**src/rtl/leb128_reader.sv**
```systemverilog
// LEB128 field reader: fetches bytes from a byte-wide ROM starting at start_addr
// and decodes a 32-bit unsigned (SIGNED=0) or signed (SIGNED=1) integer.
// Each byte takes an ISSUE/WAIT pair. A final FINISH cycle assembles the
// result (sign fill, next address) before the one-cycle done pulse.
module leb128_reader #(
    parameter int unsigned ADDR_W    = 32,
    parameter bit          SIGNED    = 1'b0,
    parameter int unsigned MAX_BYTES = 5,
    parameter int unsigned TIMEOUT   = 15
) (
    input  logic              clk,
    input  logic              rst,
    input  logic              start,
    input  logic [ADDR_W-1:0] start_addr,
    output logic              busy,
    output logic              done,
    output logic              error,
    output logic [31:0]       value,
    output logic [2:0]        nbytes,
    output logic [ADDR_W-1:0] next_addr,
    output logic [ADDR_W-1:0] rom_addr,
    output logic              rom_read_en,
    input  logic [7:0]        rom_data,
    input  logic              rom_ready
);

    localparam logic [2:0] S_IDLE   = 3'd0;
    localparam logic [2:0] S_ISSUE  = 3'd1;
    localparam logic [2:0] S_WAIT   = 3'd2;
    localparam logic [2:0] S_FINISH = 3'd3;
    localparam logic [2:0] S_DONE   = 3'd4;
    localparam logic [2:0] S_ERR    = 3'd5;

    // Watchdog counts 0..TIMEOUT-1 while waiting for the ROM.
    localparam int unsigned WD_W = (TIMEOUT > 1) ? $clog2(TIMEOUT) : 1;

    logic [2:0]        state_q,     state_d;
    logic [ADDR_W-1:0] addr_q,      addr_d;
    logic [31:0]       acc_q,       acc_d;
    logic [2:0]        count_q,     count_d;
    logic              sign_q,      sign_d;
    logic [WD_W-1:0]   wdog_q,      wdog_d;
    logic [31:0]       value_q,     value_d;
    logic [2:0]        nbytes_q,    nbytes_d;
    logic [ADDR_W-1:0] next_addr_q, next_addr_d;

    // count_q is the byte index in WAIT and the byte count N in FINISH,
    // so one shift amount serves both byte placement and sign fill (7*N).
    logic [5:0]  shift_amt;
    logic [31:0] byte_bits;
    logic [31:0] sign_fill;
    logic        last_byte;
    logic        overflow;

    assign shift_amt = {3'b000, count_q} * 6'd7;
    assign byte_bits = {25'd0, rom_data[6:0]} << shift_amt;
    // A shift of 35 (N=5) yields zero, so no sign fill for a full-width field.
    assign sign_fill = (SIGNED && sign_q) ? (32'hFFFF_FFFF << shift_amt) : 32'd0;
    assign last_byte = (count_q == 3'(MAX_BYTES - 1));
    // The last byte may only carry bits that fit in 32; for s32 the unused
    // upper payload bits must replicate the sign bit (payload bit 3).
    assign overflow  = SIGNED ? (rom_data[6:4] != {3{rom_data[3]}})
                              : (rom_data[6:4] != 3'b000);

    // Next-state and datapath decisions for the byte fetch/decode sequence.
    // NOTE: every *_d is defaulted to its *_q first, so no path infers a latch.
    always_comb begin
        state_d     = state_q;
        addr_d      = addr_q;
        acc_d       = acc_q;
        count_d     = count_q;
        sign_d      = sign_q;
        wdog_d      = wdog_q;
        value_d     = value_q;
        nbytes_d    = nbytes_q;
        next_addr_d = next_addr_q;

        case (state_q)
            S_IDLE: begin
                if (start) begin
                    addr_d  = start_addr;
                    acc_d   = 32'd0;
                    count_d = 3'd0;
                    sign_d  = 1'b0;
                    state_d = S_ISSUE;
                end
            end
            S_ISSUE: begin
                // rom_ready is deliberately ignored here: any pulse now belongs
                // to an earlier address.
                wdog_d  = '0;
                state_d = S_WAIT;
            end
            S_WAIT: begin
                if (rom_ready) begin
                    acc_d   = acc_q | byte_bits;
                    count_d = count_q + 3'd1;
                    sign_d  = rom_data[6];
                    if (last_byte && overflow) begin
                        state_d = S_ERR;
                    end else if (!rom_data[7]) begin
                        state_d = S_FINISH;
                    end else if (last_byte) begin
                        state_d = S_ERR;
                    end else begin
                        addr_d  = addr_q + ADDR_W'(1);
                        state_d = S_ISSUE;
                    end
                end else if (wdog_q == WD_W'(TIMEOUT - 1)) begin
                    state_d = S_ERR;
                end else begin
                    wdog_d = wdog_q + WD_W'(1);
                end
            end
            S_FINISH: begin
                value_d     = acc_q | sign_fill;
                nbytes_d    = count_q;
                next_addr_d = addr_q + ADDR_W'(1);
                state_d     = S_DONE;
            end
            S_DONE:  state_d = S_IDLE;
            S_ERR:   state_d = S_IDLE;
            default: state_d = S_IDLE;
        endcase
    end

    // State and result registers with synchronous reset.
    // NOTE: sequential state uses non-blocking assignments only, so every
    // register sees the pre-edge value of every other register.
    always_ff @(posedge clk) begin
        if (rst) begin
            state_q     <= S_IDLE;
            addr_q      <= '0;
            acc_q       <= 32'd0;
            count_q     <= 3'd0;
            sign_q      <= 1'b0;
            wdog_q      <= '0;
            value_q     <= 32'd0;
            nbytes_q    <= 3'd0;
            next_addr_q <= '0;
        end else begin
            state_q     <= state_d;
            addr_q      <= addr_d;
            acc_q       <= acc_d;
            count_q     <= count_d;
            sign_q      <= sign_d;
            wdog_q      <= wdog_d;
            value_q     <= value_d;
            nbytes_q    <= nbytes_d;
            next_addr_q <= next_addr_d;
        end
    end

    assign busy        = (state_q == S_ISSUE) || (state_q == S_WAIT) || (state_q == S_FINISH);
    assign rom_read_en = (state_q == S_ISSUE) || (state_q == S_WAIT);
    assign done        = (state_q == S_DONE);
    assign error       = (state_q == S_ERR);
    assign rom_addr    = addr_q;
    assign value       = value_q;
    assign nbytes      = nbytes_q;
    assign next_addr   = next_addr_q;

endmodule
```
**config.mk**
```make
export PLATFORM = sky130hd
export DESIGN_NAME = leb128_reader
export DESIGN_NICKNAME = d
export VERILOG_FILES = /design/src/rtl/leb128_reader.sv
export SDC_FILE = /design/constraint.sdc
export NUM_CORES = 1
export LEC_CHECK = 0
export BUFFER_PORTS_ARGS = -buffer_cell sky130_fd_sc_hd__buf_2
export CAP_MARGIN = 20
export CORE_UTILIZATION = 48
export CTS_BUF_LIST = sky130_fd_sc_hd__clkbuf_16
export CTS_CLUSTER_DIAMETER = 100
export CTS_CLUSTER_SIZE = 20
export DETAILED_ROUTE_END_ITERATION = 8
export PLACE_DENSITY_LB_ADDON = 0.3
export SYNTH_ARGS = -nofsm -noshare
export SYNTH_HDL_FRONTEND = slang
export SYNTH_SLANG_ARGS = --single-unit
export TNS_END_PERCENT = 50
```
**constraint.sdc**
```tcl
create_clock -name clk -period 2.05 [get_ports clk]
set_clock_uncertainty 0.05 [all_clocks]
set_input_delay 0.205 -clock clk [delete_from_list [all_inputs] [get_ports clk]]
set_output_delay 0.205 -clock clk [all_outputs]
set_load 0.05 [all_outputs]
```
**Word level (Yosys, flattened, before mapping)**

Index checks and enable logic that the tools add are counted.

- Bitwise gates (word level): 1
- Shift-type cells: 1
- Muxes and demuxes: 22
- Multipliers: 1
- Add/sub/neg operators: 3
- Equal/unequal tests: 15
- Reductions and logical operators: 11

Operators by type and width:

| cell | count |
|---|---|
| $mux 32 | 7 |
| $pmux 32 s2 | 2 |
| $add 32x1->32 const B | 1 |
| $or 32x32->32 | 1 |
| $shl 7x6->32 | 1 |
| $mux 3 | 8 |
| $ne 2x2->1 const B | 7 |
| $pmux 3 s4 | 1 |
| $eq 3x3->1 const B | 3 |
| $mux 4 | 2 |
| $pmux 4 s2 | 1 |
| $eq 3x2->1 const B | 2 |
| $mul 3x3->6 const B | 1 |
| $pmux 3 s2 | 1 |
| $reduce_and 3->1 | 2 |
| $reduce_and 6->1 | 1 |
| $add 4x1->4 const B | 1 |
| $eq 4x4->1 const B | 1 |
| $reduce_bool 2->1 | 2 |
| $add 3x1->3 const B | 1 |
| $eq 3x1->1 const B | 1 |
| $logic_not 3->1 | 1 |
| $ne 3x3->1 const B | 1 |
| $reduce_bool 3->1 | 1 |
| other kinds (3) | 4 |

- Logic and storage cells: 62
- Bits in registers: 141
- Input port bits: 44

**Depth between registers and ports, before layout**

- Depth after elaboration: 6
- Depth in mapped cells: 9
- Mapped depth without buffers: 7

**Least setup slack after synthesis**

Ideal clock, no wire load.

- Path kind: reg-to-reg
- From: register addr_q[2], in the netlist rom_addr[2]
- To: register addr_q[19], in the netlist rom_addr[19]
- Data required time: 1.926 ns
- Stages on the path, launching flop included: 7
- Path slack: -0.369 ns
- Setup time: 0.074 ns
- Arrival: 2.295 ns
- Cells stage by stage: dfxtp_1 -> buf_2 -> nand4_2 -> nor4_4 -> nand3_1 -> or4_1 -> a31oi_1

- Longest elaborated chain between the ends: 6

RTL lines:

| what | line | source |
|---|---|---|
| from (decl) | 38 | `logic [ADDR_W-1:0] addr_q, addr_d;` |
| from (signal assigned) | 143 | `addr_q <= addr_d;` |
| $add 32x1->32 | 106 | `addr_d = addr_q + ADDR_W'(1);` |
| $mux 32 | 103 | `end else if (last_byte) begin` |
| $mux 32 | 101 | `end else if (!rom_data[7]) begin` |
| $mux 32 | 99 | `if (last_byte && overflow) begin` |
| $mux 32 | 95 | `if (rom_ready) begin` |
| $pmux 32 s2 | 78 | `case (state_q)` |

Every way passes these cells. The select of a mux whose other input is x is not followed.
A chain may end at the register's enable or synchronous reset.

**Worst setup path after layout**

- From: register state_q[2]
- To: output port rom_read_en

- Longest elaborated chain between the ends: 2

RTL lines:

| what | line | source |
|---|---|---|
| from (decl) | 37 | `logic [2:0] state_q, state_d;` |
| from (signal assigned) | 142 | `state_q <= state_d;` |
| $eq 3x1->1 or $eq 3x2->1 (tied branches) | 155 | `assign rom_read_en = (state_q == S_ISSUE) \|\| (state_q == S_WAIT);` |
| $logic_or 1x1->1 (*) | 155 |  |
| to (decl) | 22 | `output logic rom_read_en,` |

Mark *: on every way between the ends. The rest lies on a longest branch, timed or not.

==> reports/metrics.csv <==
metric,value,unit
area_delta_synth_final,30.2,%
antenna_found_initial,0,
hp-class,input port to flip-flop,
final_area,8050,um^2
vias_per_cell,5.47,
vias,6089,
fin_crit_sh,97.3,%
grt_pass1_vias,5286,
seq_area,2880,um^2
worstSetupPathType,flip-flop to output port,
peakVddDrop,0.531,mV
synth_top_flop_cell,dfxtp_1,
antenna_cells,0,
grt-ovfl-total,0,
cts_max_level,4,
post-place-ws,66.5,ps
hold_start,rst,
die_area,13300,um^2
cts_num_sinks,141,
cts_tree,built,
async_flop_share,0,%
nNetsFinal,978,
relSlewSlack,61.1,%
core_area,12600,um^2
ys_seq_area_share,45.6,%
wl,16700,um
status,completed,
clk_latency,420,ps
synth_edf_count,0,
holdPathStages,2,
drv_cap,0,
portBuffers,146,
power_switching,2110,uW
synth_area_per_cell,8.01,um^2
rr_startpoint,rom_addr[0]$_SDFFE_PP0P_,
clk_pin_slew,60,ps
combPwrFrac,15.7,%
worstSetupEndpointType,output port,
fill_cells,1100,
rsz0062_at_grt,true,
hpwl,11400,um
hold_viol,0,
switching_share,29.4,%
gp_congestion,0.890,
setup_viol,0,
drive_gt1_share,28.2,%
layout_commonest_cell,buf_2,
synth_seq_cells,141,
cts-root-buf,clkbuf_16,
tightest_slew,578,ps
p_int,5060,uW
required,1790,ps
multi_input_area,3140,um^2
cp_max_fo,41,
final_cell_mix,"145 x buf_2, 120 x a21oi_1, 119 x dfxtp_1",
crit_arrival,1740,ps
netlist_area,6190,um^2
reg2reg_depth,8,
initial_core_util,49.2,%
grt_usage,25.7,%
p_seq_share,41.3,%
cts_made_buffers,17,
clockBufferDepth,2,
fin_crit,2000,ps
clock.fmax,501,MHz
die_width,116,um
avgRoutedWirePerCell,15.0,um
ios,147,
cp-startpoint,state_q[2]$_SDFFE_PP0P_,
drt_pass1_iterations,5,
synth_nets,821,
p_per_area,890,nW/um^2
die_h,116,um
setup.worst_path.start_class,flip-flop,
fin_ws,54.7,ps
static-leakage-power,0.00337,uW
grt_pass1_wl,26800,um
synth_warnings,0,
ys_types,54,
core.rowCount,41,
postRouteAntennaNets,0,
drt_iter0_markers,496,
clockPowerShare,43.0,%
drv_slew,0,
drc,0,
syn_inst,772,
placed_cell_area,7360,um^2
grt_max_degree,55,
power by group through the flow:
stage | registers (uW) | logic, uW | clock network [uW]
3_5_place_dp | 3010 | 1100 | 0
6_report | 2960 | 1120 | 3080
5_1_grt | 2970 | 1200 | 3250
3_3_place_gp | 3010 | 1100 | 0
2_1_floorplan | 3280 | 482 | 0
4_1_cts | 2950 | 1110 | 3110
area by class of cell:
class | instances | area share, %
Multi-Input combinational cell | 560 | 39.0
Sequential cell | 141 | 35.7
Timing Repair Buffer | 200 | 14.8
Clock buffer | 18 | 5.59
Tap cell | 172 | 2.67
Clock inverter | 13 | 1.71
Inverter | 9 | 0.419
stage by stage:
stage / util [%] / power [uW] / TNS [ps] / instances / hold slack (ps)
6_report: 64.1 / 7170 / 0 / 1113 / 12.6
5_1_grt: 64.1 / 7430 / -16.6 / 1113 / 18.2
4_1_cts: 63.3 / 7170 / 0 / 1107 / 1.34
3_5_place_dp: 58.5 / 4110 / 0 / 1075 / 394
3_3_place_gp: 58.5 / 4110 / 0 / 1075 / 390
2_1_floorplan: - / 3760 / 0 / 772 / 293
repair_timing:
| item | 4_1_cts | 5_1_grt |
|---|---|---|
| hold buffers | 1 | 0 |
| setup buffers | 0 | 6 |
| resized for setup | 1 | 10 |
| hold endpoints to repair | 1 | 0 |
| endpoints found under the setup margin | 1 | 27 |
| pin swaps | 0 | 2 |
path summary, 6_finish.rpt:
check	end	slack, ps
hold / removal	rom_addr[19]$_SDFFE_PP0P_	10
hold reg to reg	value[22]$_SDFFE_PP0P_	400
setup reg to reg	rom_addr[26]$_SDFFE_PP0P_	110
setup / recovery	rom_read_en	50
critical path, cell delays in order (launching register included):
cell and delay, ps:
dfxtp_1 320, or3b_2 510, buf_12 190, nand2b_1 90, buf_4 190
cells in the mapped netlist (all sizes together), types with 12 or more instances:
cell type | n | area, um^2
xor2 | 17 | 149
buf | 15 | 70.1
clkbuf | 47 | 176
xnor2 | 16 | 140
dfxtp | 141 | 2820
nor2 | 76 | 285
a21oi | 120 | 601
nand2 | 114 | 428
nand4 | 16 | 119
nand3 | 28 | 145
nor3 | 12 | 60.1
o21ai | 39 | 195
a31oi | 18 | 113
flip-flops by register name (all words and copies together), names as in the netlist:
name and flops:
wdog_q 4, nbytes 3, value 32, next_addr 32, state_q 3, rom_addr 32, count_q 3, acc_q 32
layer usage:
layer	part of all wire (%)	wire length, um	vias up	GRT usage [%]
met5	0	0	-	0
met4	1.4	231	0	8.83
met3	6.9	1150	23	6.38
met2	44	7330	216	38.1
met1	48	8030	2805	36.2
li1	-	-	3045	-
logic make-up (layout without fill, tap and decap cells):
logic type | after synthesis | after routing | synth area share (%)
muxes | 2 | 2 | 0.344
xor gates and xnor gates | 33 | 33 | 4.67
and+or+nand+nor | 294 | 294 | 22.5
DFF | 141 | 141 | 45.6
AOI/OAI and AO/OA | 226 | 226 | 21.3
buffers and inverters | 71 | 240 | 4.53
adders and majority gates | 5 | 5 | 1.01
No activity file was read; power rests on OpenSTA's default activity.
